### config.mk
export PLATFORM = sky130hd
export DESIGN_NAME = reg_file
export DESIGN_NICKNAME = d
export VERILOG_FILES = /design/src/rtl/reg_file.sv
export SDC_FILE = /design/constraint.sdc
export NUM_CORES = 1
export LEC_CHECK = 0
export ABC_AREA = 1
export CORE_MARGIN = 2
export CORE_UTILIZATION = 51
export CTS_CLUSTER_DIAMETER = 150
export DETAILED_ROUTE_END_ITERATION = 16
export PLACE_DENSITY = 0.77
export SYNTH_ARGS = -nofsm -noshare
export SYNTH_HDL_FRONTEND = slang
export SYNTH_SLANG_ARGS = --single-unit
### constraint.sdc
create_clock -name clk -period 1.7 [get_ports clk]
set_input_delay 0.34 -clock clk [delete_from_list [all_inputs] [get_ports clk]]
set_output_delay 0.34 -clock clk [all_outputs]
set_load 0.005 [all_outputs]
### src/rtl/reg_file.sv
// MIPS_Lite register file: two combinational read ports, one write port committed on the rising clk edge; r0 reads as zero.
// No backpressure. Define REG_FILE_BYPASS_EN to forward same-cycle write data to matching read ports.
module reg_file #(
   parameter int DATA_WIDTH = 8,
   parameter int NUM_REGS   = 8,
   parameter int ADDR_WIDTH = 3
) (
   input  logic                  clk,
   input  logic                  rst,
   input  logic [ADDR_WIDTH-1:0] Rs_addr,
   input  logic [ADDR_WIDTH-1:0] Rt_addr,
   output logic [DATA_WIDTH-1:0] Rs_data,
   output logic [DATA_WIDTH-1:0] Rt_data,
   input  logic                  Reg_write,
   input  logic [ADDR_WIDTH-1:0] Wr_addr,
   input  logic [DATA_WIDTH-1:0] Wr_data,
   output logic                  Wr_ignored
);

   // One extra bit so NUM_REGS == 2**ADDR_WIDTH is representable.
   localparam logic [ADDR_WIDTH:0] NUM_REGS_W = (ADDR_WIDTH+1)'(NUM_REGS);

   // r0 has no storage at all; its reads are the zero default below.
   logic [DATA_WIDTH-1:0] regs_q [1:NUM_REGS-1];
   logic [DATA_WIDTH-1:0] regs_d [1:NUM_REGS-1];
   logic                  wr_ignored_q;
   logic                  wr_ignored_d;
   logic                  wr_legal;

   always_comb begin
      wr_legal     = Reg_write && (Wr_addr != '0) && ({1'b0, Wr_addr} < NUM_REGS_W);
      wr_ignored_d = Reg_write && !wr_legal;
      regs_d       = regs_q;
      if (wr_legal) begin
         for (int i = 1; i < NUM_REGS; i++) begin
            if (Wr_addr == ADDR_WIDTH'(i)) regs_d[i] = Wr_data;
         end
      end
   end

   always_comb begin
      Rs_data = '0;
      Rt_data = '0;
      for (int i = 1; i < NUM_REGS; i++) begin
         if (Rs_addr == ADDR_WIDTH'(i)) Rs_data = regs_q[i];
         if (Rt_addr == ADDR_WIDTH'(i)) Rt_data = regs_q[i];
      end
`ifdef REG_FILE_BYPASS_EN
      // Gated by rst so both ports stay zero throughout reset.
      if (!rst && wr_legal) begin
         if (Rs_addr == Wr_addr) Rs_data = Wr_data;
         if (Rt_addr == Wr_addr) Rt_data = Wr_data;
      end
`else
`endif
   end

   always_ff @(posedge clk or posedge rst) begin
      if (rst) begin
         for (int i = 1; i < NUM_REGS; i++) regs_q[i] <= '0;
         wr_ignored_q <= 1'b0;
      end else begin
         regs_q       <= regs_d;
         wr_ignored_q <= wr_ignored_d;
      end
   end

   assign Wr_ignored = wr_ignored_q;

endmodule

---- Word-level counts from Yosys, hierarchy flattened ----
Cells that the tools add are included.
storage, ports and cells
  register bits after elaboration ......... 57
  input bits .............................. 20
  output and inout bits ................... 17
  word-level logic and storage cells ...... 54
cells by class
  equality and inequality tests ........... 21
  mux-type cells .......................... 14
  reduce and logical (&&, ||, !) cells .... 11
operator list
  kind                                                  number
  two-way mux 8 bit                                     14
  equality test 3 bit (second input constant)           12
  equality test 3 x 2 -> 1 bit (second input constant)  6
  AND reduction 2 bit                                   7
  equality test 3 x 1 -> 1 bit (second input constant)  3
  nonzero test 3 bit                                    1
  logical AND 1 bit                                     2
  logical NOT 1 bit                                     1

---- Longest topological paths before layout ----
  depth after elaboration ................. 8
  mapped depth ............................ 9
  depth with buffers taken out ............ 8

---- Worst setup path before layout ----
OpenSTA, ideal clock, no wires.
  kind .................................... input-to-output
  start ................................... input port Rt_addr[0]
  end ..................................... output port Rt_data[4]
  arrival time ............................ 1075 ps
  path slack .............................. 285 ps
  stages .................................. 8
  path buffers ............................ 2
  path through ............................ buf_4 inv_2 buf_2 nand2_1 nand2_1 nand4_1 nand2_1 nand3_1
on the way
  cells in the longest elaborated chain, start to end .. 8
  elaborated cells on any way between the ends .. 14
ends and longest elaborated chain
  what                            RTL line  source
  from (decl)                     11        input logic [ADDR_WIDTH-1:0] Rt_addr,
  equality test 3 x 1 -> 1 bit    46        if (Rt_addr == ADDR_WIDTH'(i)) Rt_data = regs_q[i];
  two-way mux 8 bit (6 in a row)  46
  two-way mux 8 bit (*)           46
  to (decl)                       13        output logic [DATA_WIDTH-1:0] Rt_data,
Every way passes the cells marked *; elsewhere a longest branch is shown, timed or not.

---- Worst setup path in the final report ----
  start ................................... register regs_q[32] (netlist name)
  end ..................................... output port Rs_data[0]
on the way
  cells in the longest elaborated chain, start to end .. 5
ends and longest elaborated chain
  what                            RTL line  source
  from (decl)                     24        logic [DATA_WIDTH-1:0] regs_q [1:NUM_REGS-1];
  from (signal assigned)          63        regs_q <= regs_d;
  two-way mux 8 bit (5 in a row)  45        if (Rs_addr == ADDR_WIDTH'(i)) Rs_data = regs_q[i];
  to (decl)                       12        output logic [DATA_WIDTH-1:0] Rs_data,
Every way passes these cells.

==> results by group <==
Floorplanning
  • Rows: 28
  • DIE AREA: 6890 µm²
  • Die W: 83.0 µm
  • Die height: 83.0 µm
  • IO Count: 37
  • Core area: 5990 µm²
  • Initial core utilization: 53.2%

Setup path
  • Endpoint type of the worst setup path: output port
  • CP Data Arrival Time: 1.37 ns
  • Worst setup path category: register to output port
  • Reg2Reg Setup Slack: 0.81 ns
  • Register-to-Register Path Depth: 4
  • CP Max Fanout: 2
  • Worst R2R Start: regs_q[29]
  • Crit path required time: 1.36 ns
  • Startpoint types: register
  • Worst R2R End: regs_q[29]

Detailed routing
  • First-pass DRT Iterations: 5
  • Via-to-Cell Ratio: 5.89
  • WL per Instance: 17.2 µm
  • Vias: 3546
  • Post-route antenna net violation count: 0
  • Total wire length: 10400 µm
  • Drt drc: 0
  • Starting DRT DRC Count: 454

Global routing
  • Overall track demand over capacity in global routing: 30.6%
  • Most used routing layer: met2
  • Met3 Usage GRT: 5.77%
  • GR Layer Usage met1: 39.1%
  • Vias in the first global route: 3322
  • First-pass GRT wire length: 16700 µm
  • Initial antenna violation count: 0
  • Met2 usage: 49.8%
  • GRT overflow: 0
  • Largest net degree at the start of global routing: 58

Place
  • Gpl congestion: 0.909
  • Cell Area, Placed: 3860 µm²
  • HPWL after detailed placement: 6430 µm
  • Port bufs: 36
  • DP Worst Slack: -0.789 ns

Clock tree
  • CTS tree: yes
  • Clk buf depth: 2
  • CTS Root Cell: clkbuf_8
  • CTS Buf Count: 9
  • Hold buffer count at CTS: 0
  • TritonCTS Sinks: 57
  • Clock insertion delay at the later pin of the skew report: 0.34 ns
  • Clock transition at path regs: 0.06 ns
  • H-tree levels: 3

STA
  • Worst Setup Slack, final: -0.0142 ns
  • Part of the cycle the worst path needs: 101%
  • Max-slew headroom: 79.7%
  • Fin. Hold Viols: 0
  • Hold_ws: 0.426 ns
  • Max Fclk: 583 MHz
  • Clock period minus worst slack: 1.71 ns
  • Setup violators final: 2
  • Slew @ Worst Pin: 0.305 ns
  • Fin. max-slew vios: 0
  • Unrepaired setup endpoints after global routing: true
  • Skew final: 0 ns

Logic synthesis
  • Leading post-synthesis cells by cell area: dfrtp_1, nand2_1, nand4_1
  • Synth Instances: 424
  • Post-synthesis instance area: 3180 µm²
  • Yosys cell types: 19
  • Post-synthesis register bit count: 57
  • Ys Warns: 0
  • Commonest cells in the synthesized netlist: nand2_1, o21ai_0, dfrtp_1
  • Synth top area share: 44.8%
  • Avg Cell Area, Syn: 7.51 µm²
  • Syn nets: 444
  • Dominant cell type by area after synthesis: dfrtp_1
  • Post-synthesis sequential area ratio: 44.8%
  • EDFF count, synth: 0
  • Ys async rst share: 100%
  • Count leader, synth: nand2_1
  • Most used flip-flop cell after synthesis: dfrtp_1

Cells and area
  • Multi-input logic area: 1550 µm²
  • Ratio of cells with drive above 1 in the final layout: 28.3%
  • Antenna diodes: 0
  • Fin util: 74.6%
  • Post-layout nets: 542
  • Fillers: 423
  • Fin area: 4470 µm²
  • Sequential cell area: 1430 µm²
  • Area Growth Syn to Fin: 40.4%

Run status
  • Violated checks: setup timing
  • Outcome: finished, violations left

Power
  • Pwr Total: 4.23 mW
  • PD cells: 946 nW/µm²
  • Leakage: 2.18 nW
  • VDD IR-drop max: 0.631 mV

Min path
  • Worst min path class: input port to asynchronous set/reset pin

Job
  • Max_cap viols: 0
-- worst max-delay path, stage by stage, from the launching register on --
cell,delay [ns]
dfrtp_1,0.40
buf_6,0.13
nand4_1,0.06
nand3_1,0.09
nor2_2,0.12
nand4_1,0.10
buf_2,0.14
-- power breakdown --
group | leakage [nW] | internal (mW) | switching (mW)
Combinational | 1.37 | 0.519 | 0.544
Clock | 0.107 | 0.796 | 0.529
Sequential | 0.706 | 1.61 | 0.229
-- stage by stage --
stage          instances  setup TNS (ns)
6_report             602         -0.0154
5_1_grt              602          -0.205
4_1_cts              592         -0.0729
3_5_place_dp         553          -12.11
3_3_place_gp         553          -11.82
2_1_floorplan        424               0
-- state kept, by name, indices dropped and copies added (netlist names) --
register,count
Wr_ignored,1
regs_q,56
-- cell families (layout without fill, tap and decap cells) --
family                 after synthesis  in the layout  synth area share, %
DFF                                 57             57                 44.8
buffers and inverters               59            162                 9.74
AOI/OAI and AO/OA                   74             74                 11.8
and+or+nand+nor                    234            234                 33.7
-- final cells by class --
cell class	count	area share (%)
Clock buffer	14	3.86
Clock inverter	2	0.784
Inverter	38	3.75
Multi-Input combinational cell	308	34.6
Sequential cell	57	31.9
Tap cell	75	2.10
Timing Repair Buffer	108	22.9
-- routing by layer --
layer / vias up / wire, µm / part of all wire [%]
li1: 1628 / - / -
met1: 1659 / 3950 / 38
met2: 211 / 5010 / 48
met3: 48 / 916 / 8.8
met4: 0 / 487 / 4.7
met5: - / 0 / 0
-- worst max-delay path by stage --
| stage | slack (ns) | to | from | depth (start not counted) |
|---|---|---|---|---|
| detailed placement | -0.79 | Rt_data[6] | Rt_addr[1] | 7 |
| global route | -0.06 | Rs_data[0] | regs_q[32] | 6 |
| global placement | -0.78 | Rt_data[7] | Rt_addr[0] | 7 |
| floorplan | 0.28 | Rt_data[4] | Rt_addr[0] | 8 |
| CTS | -0.04 | Rs_data[0] | regs_q[32] | 6 |
| finish | -0.01 | Rs_data[0] | regs_q[32] | 6 |
-- placed cells by master, fill, tap and decap left out, types with 4 or more instances in the layout --
master and count:
nand3_2 5, nand2_1 113, o21ai_0 48, nand2_2 4
nand4_1 48, inv_2 6, inv_1 25, clkdlybuf4s50_1 14
clkbuf_8 12, nand3_1 18, buf_12 9, buf_6 16
buf_2 13, nor2_1 29, dfrtp_1 57, o21ai_1 9
a21oi_1 12, buf_4 49, nor2_2 7
-- timing repair --
action,CTS,global route
setup buffers,22,10
cloned,2,0
setup endpoints to repair,16,16
pin swaps,32,41
resized for setup,135,32
(Power assumes the default switching activity.)
